[src/rtl/aes_pkg.sv]
// Shared AES inverse-MixColumns definitions: GF(2^8) constants, FSM state type
// and field arithmetic helpers.
package aes_pkg;

    localparam logic [7:0] GF_REDUCE = 8'h1b;

    localparam logic [7:0] INV_COEF_E = 8'h0e;
    localparam logic [7:0] INV_COEF_B = 8'h0b;
    localparam logic [7:0] INV_COEF_D = 8'h0d;
    localparam logic [7:0] INV_COEF_9 = 8'h09;

    typedef enum logic {
        IDLE,
        RUN
    } fsm_state_t;

    function automatic logic [7:0] xtime(input logic [7:0] b);
        return {b[6:0], 1'b0} ^ (b[7] ? GF_REDUCE : 8'h00);
    endfunction

    // Shift-and-add multiply; the loop unrolls into a fixed XOR network.
    function automatic logic [7:0] gf_mul(input logic [7:0] a, input logic [7:0] b);
        logic [7:0] acc;
        logic [7:0] term;
        acc  = 8'h00;
        term = a;
        for (int i = 0; i < 8; i++) begin
            if (b[i]) acc = acc ^ term;
            term = xtime(term);
        end
        return acc;
    endfunction

endpackage

[src/rtl/inv_mix_column.sv]
// Combinational InvMixColumns for one 32-bit column (row 0 in the top byte).
module inv_mix_column
    import aes_pkg::*;
(
    input  logic [31:0] col_in,
    output logic [31:0] col_out
);

    logic [7:0] a0, a1, a2, a3;

    assign a0 = col_in[31:24];
    assign a1 = col_in[23:16];
    assign a2 = col_in[15:8];
    assign a3 = col_in[7:0];

    // Each output row uses the coefficient row rotated right by its row index.
    assign col_out[31:24] = gf_mul(INV_COEF_E, a0) ^ gf_mul(INV_COEF_B, a1) ^
                            gf_mul(INV_COEF_D, a2) ^ gf_mul(INV_COEF_9, a3);
    assign col_out[23:16] = gf_mul(INV_COEF_9, a0) ^ gf_mul(INV_COEF_E, a1) ^
                            gf_mul(INV_COEF_B, a2) ^ gf_mul(INV_COEF_D, a3);
    assign col_out[15:8]  = gf_mul(INV_COEF_D, a0) ^ gf_mul(INV_COEF_9, a1) ^
                            gf_mul(INV_COEF_E, a2) ^ gf_mul(INV_COEF_B, a3);
    assign col_out[7:0]   = gf_mul(INV_COEF_B, a0) ^ gf_mul(INV_COEF_D, a1) ^
                            gf_mul(INV_COEF_9, a2) ^ gf_mul(INV_COEF_E, a3);

endmodule

[src/rtl/inv_mix_columns.sv]
// AES InvMixColumns over a 128-bit state, column-serial by default.
// Define INV_MIX_ONE_CYCLE_EN to compute all four columns on the accept edge.
module inv_mix_columns
    import aes_pkg::*;
(
    input  logic         clk,
    input  logic         reset,
    input  logic         enable,
    input  logic [127:0] state,
    output logic [127:0] state_out,
    output logic         done,
    output logic         busy
);

`ifdef INV_MIX_ONE_CYCLE_EN

    logic [127:0] mixed_all;

    for (genvar c = 0; c < 4; c++) begin : g_col
        inv_mix_column u_col (
            .col_in  (state[127-32*c -: 32]),
            .col_out (mixed_all[127-32*c -: 32])
        );
    end

    // A request seen while the done pulse is showing waits one cycle, so a held
    // enable yields a result every other cycle.
    always_ff @(posedge clk or negedge reset) begin
        if (!reset) begin
            state_out <= 128'd0;
            done      <= 1'b0;
        end else begin
            done <= 1'b0;
            if (enable && !done) begin
                state_out <= mixed_all;
                done      <= 1'b1;
            end
        end
    end

    assign busy = 1'b0;

`else

    fsm_state_t   fsm_state, next_state;
    logic [127:0] captured;
    logic [95:0]  res_buf;
    logic [1:0]   col_idx;
    logic [31:0]  col_sel;
    logic [31:0]  col_mixed;

    always_ff @(posedge clk or negedge reset) begin
        if (!reset) fsm_state <= IDLE;
        else        fsm_state <= next_state;
    end

    always_comb begin
        next_state = fsm_state;
        case (fsm_state)
            IDLE: if (enable) next_state = RUN;
            RUN:  if (col_idx == 2'd3) next_state = IDLE;
            default: next_state = IDLE;
        endcase
    end

    always_comb begin
        col_sel = captured[127:96];
        case (col_idx)
            2'd0: col_sel = captured[127:96];
            2'd1: col_sel = captured[95:64];
            2'd2: col_sel = captured[63:32];
            2'd3: col_sel = captured[31:0];
            default: col_sel = captured[127:96];
        endcase
    end

    inv_mix_column u_col (
        .col_in  (col_sel),
        .col_out (col_mixed)
    );

    // Columns 0..2 park in res_buf; column 3 goes straight into state_out
    // together with the buffer so the output changes in a single edge.
    always_ff @(posedge clk or negedge reset) begin
        if (!reset) begin
            captured  <= 128'd0;
            res_buf   <= 96'd0;
            col_idx   <= 2'd0;
            state_out <= 128'd0;
            done      <= 1'b0;
            busy      <= 1'b0;
        end else begin
            done <= 1'b0;
            case (fsm_state)
                IDLE: begin
                    if (enable) begin
                        captured <= state;
                        col_idx  <= 2'd0;
                        busy     <= 1'b1;
                    end
                end
                RUN: begin
                    col_idx <= col_idx + 2'd1;
                    case (col_idx)
                        2'd0: res_buf[95:64] <= col_mixed;
                        2'd1: res_buf[63:32] <= col_mixed;
                        2'd2: res_buf[31:0]  <= col_mixed;
                        2'd3: begin
                            state_out <= {res_buf, col_mixed};
                            done      <= 1'b1;
                            busy      <= 1'b0;
                        end
                        default: ;
                    endcase
                end
                default: ;
            endcase
        end
    end

`endif

endmodule

[config.mk]
export PLATFORM = sky130hd
export DESIGN_NAME = inv_mix_columns
export DESIGN_NICKNAME = d
export VERILOG_FILES = /design/src/rtl/aes_pkg.sv /design/src/rtl/inv_mix_column.sv /design/src/rtl/inv_mix_columns.sv
export SDC_FILE = /design/constraint.sdc
export NUM_CORES = 1
export LEC_CHECK = 0
export ABC_AREA = 1
export BUFFER_PORTS_ARGS = -buffer_cell sky130_fd_sc_hd__buf_2
export CORE_UTILIZATION = 63
export DETAILED_ROUTE_END_ITERATION = 6
export PLACE_DENSITY = 0.86
export SLEW_MARGIN = 20
export SYNTH_ARGS = -nofsm -noshare
export SYNTH_HDL_FRONTEND = slang
export SYNTH_HIERARCHICAL = 1
export SYNTH_SLANG_ARGS = --single-unit
export TNS_END_PERCENT = 1
[constraint.sdc]
create_clock -name clk -period 4.5 [get_ports clk]
set_clock_uncertainty 0.2 [all_clocks]
set_input_delay 1.125 -clock clk [delete_from_list [all_inputs] [get_ports clk]]
set_output_delay 1.125 -clock clk [all_outputs]
set_load 0.05 [all_outputs]
==> results of run 1 <==
placed cells by master, fill, tap and decap left out, types with 6 or more instances in the layout:
cell	n
nand2_1	1292
dfrtp_1	357
buf_2	258
nand3_1	209
nor2_1	129
o21ai_0	129
inv_1	125
xor2_1	66
xnor2_1	46
clkbuf_16	36
buf_4	36
inv_2	19
clkbuf_8	12
nand2_2	12
nand2_4	9
clkinv_2	6
xor2_2	6
tightest hold or removal path: cells and delay by family, from the launching register on:
kind             cells  cell delay, ns
flip-flops           1            0.34
AND/OR/NAND/NOR      2            0.10
registers in the layout, summed over array words and instances, names as in the netlist:
signal     cells
captured     128
res_buf       96
done           1
col_idx        2
state_out    128
busy           1
fsm_state      1
cell families (layout without fill, tap and decap cells):
logic type	after synthesis	count (layout)	synth area share, %
XOR/XNOR	121	121	6.00
flip-flops	357	357	47.6
AO/OA/AOI/OAI	135	135	3.60
adder cells (fa/ha/maj)	5	5	0.333
buffers and inverters	277	509	7.27
AND/OR/NAND/NOR	1663	1663	35.2
metrics by stage:
step	instances	hold WS, ns	setup WS, ns
2_1_floorplan	2558	0.242	1.78
5_1_grt	3174	0.285	0.0223
4_1_cts	3174	0.263	0.411
3_3_place_gp	3110	0.250	0.556
3_5_place_dp	3110	0.252	0.456
6_report	3174	0.267	0.289
path summary, 6_finish.rpt:
check                       startpoint             end  slack, ns  depth (start not counted)
setup / recovery            col_idx[0]   state_out[13]       0.29                         19
hold / removal             res_buf[69]  state_out[101]       0.27                          2
setup reg to reg            col_idx[0]   state_out[13]       0.29                         19
hold reg to reg            res_buf[69]  state_out[101]       0.27                          2
max in group asynchronous        reset  state_out[106]       2.77                          2
min in group asynchronous        reset   state_out[60]       0.44                          1
final cells by class:
type | count | area (sq um)
tap | 384 | 480
sequential | 357 | 8930
clock buffer | 53 | 1080
fill | 2130 | 7700
multi-input combinational | 1924 | 8500
clock inverter | 11 | 119
timing repair buffer | 298 | 1640
inverter | 147 | 556
metal layers:
layer,part of all wire (%),wire length (microns),vias to the layer above,track usage (%)
li1,-,-,8272,-
met1,40,24100,8531,52.4
met2,48,28800,1042,66.6
met3,8.0,4850,208,6.18
met4,4.5,2740,0,16.6
met5,0,0,-,0
==> flow_metrics.tcl, run 1 <==
set metrics [dict create \
    outcome "finished clean" \
    start_util_pct 64.7 \
    antenna_found_initial 1 \
    initialDrtViolationCount 1999 \
    cp.required_ns 4.66 \
    fp-row-count 62 \
    startpoint_type "flip-flop" \
    numPortBuffers 260 \
    synth_top_area_share_pct 47.6 \
    remaining_drc_errors 0 \
    hp-class "reg2reg" \
    crit_path_cell_trace "inv_1 > ha_1 > inv_2 > buf_4 > nor2_1 > nor2_1 > inv_2 > nand2_1 > nand2_1 > nand2_1 > nand2_1 > nand2_1 > nand2_1 > nand2_1 > nand2_1 > nand2_1 > nand2_1 > inv_1 > o21ai_0" \
    cts_sinks 357 \
    htreeDepth 2 \
    area_growth_pct 13.5 \
    wl_microns 60500 \
    ys_ff_latch 357 \
    grt_overflow 0 \
    drive_gt1_share_pct 14.6 \
    postSynthAreaPerCell_sq_um 7.34 \
    cp_common_cell "nand2_1" \
    cts_tree "built" \
    cts_root_buf "clkbuf_16" \
    die_w_microns 175 \
    yosys.area.top_type "dfrtp_1" \
    relSlewSlack_pct 32.2 \
    yosysMostFrequentCell "nand2_1" \
    numCtsBuffers 36 \
    coreArea_sq_um 29000 \
    firstDrtPassIters 6 \
    setup_viol 0 \
    synth_area_sq_um 18800 \
    cts.clk_slew.worst_paths_ns 0.06 \
    clk_latency_ns 0.53 \
    post_drt_wl_per_cell_microns 19.1 \
    cp_max_fo 42 \
    final_util_pct 73.5 \
    ys_types 27 \
    critPathTopFamily "simple AND/OR/NAND/NOR gates" \
    seq_area_frac_synth_pct 47.6 \
    async_flop_share_pct 100 \
    final_hold_viol_count 0 \
    place_congestion 1.07 \
    track_usage_pct 40.0 \
    dr_total_vias 18100 \
    synth_area_leaders "dfrtp_1 (48%), nand2_1 (26%), nand3_1 (5.6%), o21ai_0 (3.4%), xor2_1 (3.1%)" \
    post_dp_cell_area_sq_um 20100 \
    final_area_sq_um 21300 \
    cts-resized-gates 0 \
    layout_min_cycle_time_ns 4.21 \
    max_freq_mhz 237 \
    criticalPathCategory "reg2reg" \
    ant_nets 0 \
    dieArea_sq_um 30500 \
    finalSetupTns_ns 0 \
    rsz0062_at_grt "false" \
    cp.buffers_inverters 5 \
    netlist_top_cells_count "nand2_1 (1292), dfrtp_1 (357), nand3_1 (209)" \
    antennaDiodeCount 0 \
    post-cts-setup-buffers 0 \
    vias_per_cell 5.69 \
    die_y_microns 175 \
    cts_hold_buffers 0 \
    clk_path_buf_depth 3 \
    worstPathArrival_ns 4.37 \
    post-dp-hpwl_microns 42200 \
    yosysWarnings 6 \
    cp_slowest_stage_delay_ns 0.58 \
    final.period_utilization_pct 93.6 \
    synth_nets 2694 \
    synth-edff-count 0 \
    worst_pin_slew_ns 1.02 \
    grt_pass1_wl_microns 94300 \
    grt_max_degree 103 \
    io_pins 261 \
    synthCells 2558 \
    grt_pass1_vias 17200 \
    final_nets 2900 \
    maxSlewViolCount 0 \
    synth_ff_type "dfrtp_1" \
    endpoint_kind "flip-flop" \
    cap_violations 0 \
    slowest_stage "inv_2" \
]
Power of run 1 is left out: the tool's default activity adds up to more than one toggle a clock period on the data nets, which glitch-free logic cannot reach.
==> run 2, diff against run 1 <==
- ABC_AREA: 1 -> default
- CORE_UTILIZATION: 63 -> 62
==> run 2 against run 1 <==
The flow now finishes with violations (design-rule violations). Routed wire length decreased by 39%. Count of clock-buffer cells in the layout down 1. Synthesized cell count fell by 57%. Design area down 7.8%. Critical path depth decreased by 12. Via count decreased by 46%.
==> flow_metrics.tcl, run 2 <==
set metrics [dict create \
    outcome "finished with violations" \
    violations "design-rule violations" \
    seq_area_frac_synth_pct 53.5 \
    grt_max_degree 108 \
    worst_pin_slew_ns 1.06 \
    final_nets 1507 \
    cts_root_buf "clkbuf_16" \
    htreeDepth 2 \
    synthCells 1098 \
    async_flop_share_pct 100 \
    cts_hold_buffers 0 \
    rsz0062_at_grt "false" \
    ys_ff_latch 357 \
    netlist_top_cells_count "dfrtp_1 (357), mux2_2 (290), xnor2_1 (135)" \
    maxSlewViolCount 0 \
    ant_nets 0 \
    final_hold_viol_count 0 \
    post-cts-setup-buffers 0 \
    layout_commonest_cell "dfrtp_1" \
    yosysMostFrequentCell "dfrtp_1" \
    grt_pass1_vias 10500 \
    firstDrtPassIters 7 \
    synth_ff_type "dfrtp_1" \
    antenna_found_initial 5 \
    criticalPathCategory "reg2reg" \
    worstPathArrival_ns 4.29 \
    reg_top3 "captured: 128 flops, state_out: 128 flops, res_buf: 96 flops" \
    cts-resized-gates 0 \
    numPortBuffers 260 \
    cp_slowest_stage_delay_ns 0.88 \
    coreArea_sq_um 26200 \
    critPathTopFamily "XOR/XNOR gates" \
    place_congestion 0.948 \
    clk_latency_ns 0.53 \
    synth_top_area_share_pct 53.5 \
    post-dp-hpwl_microns 25700 \
    crit_path_cell_trace "ha_1 > a222oi_1 > mux2i_1 > xnor2_1 > xnor2_1 > xnor3_1 > mux2_2" \
    track_usage_pct 27.7 \
    ys_types 32 \
    initialDrtViolationCount 670 \
    synth_area_leaders "dfrtp_1 (53%), mux2_2 (20%), xnor2_1 (7.1%), mux2_4 (5.4%), xnor3_1 (2.3%)" \
    dr_total_vias 9738 \
    grt_pass1_wl_microns 59400 \
    clk_path_buf_depth 3 \
    numCtsBuffers 36 \
    relSlewSlack_pct 29.1 \
    setup_viol 0 \
    final_area_sq_um 19600 \
    io_pins 261 \
    wl_microns 36900 \
    yosys.area.top_type "dfrtp_1" \
    post_dp_cell_area_sq_um 18400 \
    synth_nets 1234 \
    max_freq_mhz 245 \
    cap_violations 0 \
    vias_per_cell 5.61 \
    cts_tree "built" \
    final.period_utilization_pct 90.8 \
    grt_overflow 0 \
    dieArea_sq_um 27600 \
    cts.clk_slew.worst_paths_ns 0.06 \
    fp-row-count 59 \
    yosysWarnings 6 \
    fillers 1651 \
    final_cell_mix "dfrtp_1 (357), mux2_2 (290), buf_2 (259)" \
    remaining_drc_errors 68 \
    hp-class "reg2reg" \
    post_drt_wl_per_cell_microns 21.3 \
    startpoint_type "flip-flop" \
    area_growth_pct 17.6 \
    cp.required_ns 4.71 \
    postSynthAreaPerCell_sq_um 15.2 \
    finalSetupTns_ns 0 \
    start_util_pct 63.7 \
    endpoint_kind "flip-flop" \
    cp_max_fo 25 \
    slowest_stage "ha_1" \
    cp.buffers_inverters 0 \
    die_w_microns 166 \
    synth-edff-count 0 \
    layout_min_cycle_time_ns 4.08 \
    cp_common_cell "xnor2_1" \
    die_y_microns 166 \
    drive_gt1_share_pct 52.9 \
    cts_sinks 357 \
    synth_area_sq_um 16700 \
]
-- run 2: layout make-up --
cell class	instances	area, sq um	share of cell area, %
Sequential cell	357	8930	45.5
Multi-Input combinational cell	631	7120	36.2
Timing Repair Buffer	310	1760	8.97
Clock buffer	52	1120	5.71
Tap cell	335	419	2.13
Clock inverter	11	143	0.726
Inverter	35	134	0.682
Antenna cell	5	12.5	0.0637
-- run 2: final timing paths --
check                      cells past startpoint   startpoint  slack (ns)             to
setup / recovery                               7   col_idx[0]        0.42    res_buf[83]
hold / removal                                 1  res_buf[65]        0.30  state_out[97]
setup reg to reg                               7   col_idx[0]        0.42    res_buf[83]
hold reg to reg                                1  res_buf[65]        0.30  state_out[97]
max in group asynchronous                      2        reset        2.61    captured[0]
min in group asynchronous                      1        reset        0.44    res_buf[72]
-- run 2: kinds of logic after synthesis --
group                      after synthesis  synth area share [%]
DFF                                    357                  53.5
xor gates and xnor gates               198                  12.8
AOI/OAI and AO/OA                       35                  2.05
and+or+nand+nor                          9                 0.382
adders and majority gates                5                 0.375
buffers and inverters                  110                  3.90
muxes                                  384                  27.0
-- run 2: stage by stage --
stage                     instances  utilization, %  hold WS (ns)  setup WS (ns)
after global routing           1731            74.9         0.309          0.270
after global placement         1668            70.1         0.275          0.489
after CTS                      1731            74.9         0.300          0.445
after floorplan                1098               -         0.264           1.10
final                          1736            75.0         0.296          0.415
after detailed placement       1668            70.1         0.287          0.482
-- run 2: worst register-to-register path, delay by kind of cell (launching register included) --
family	cells	cell delay (ns)
compound gates	1	0.24
flops	1	0.40
fa+ha+maj	1	0.88
mux	2	0.99
xor+xnor	3	1.27
-- run 2: layer usage --
metal | GRT usage (%) | wire length (microns)
met1 | 37.1 | 15700
met2 | 45.0 | 17600
met3 | 6.72 | 2590
met4 | 8.78 | 1040
met5 | 0 | 24
Power of run 2 is left out for the same reason.
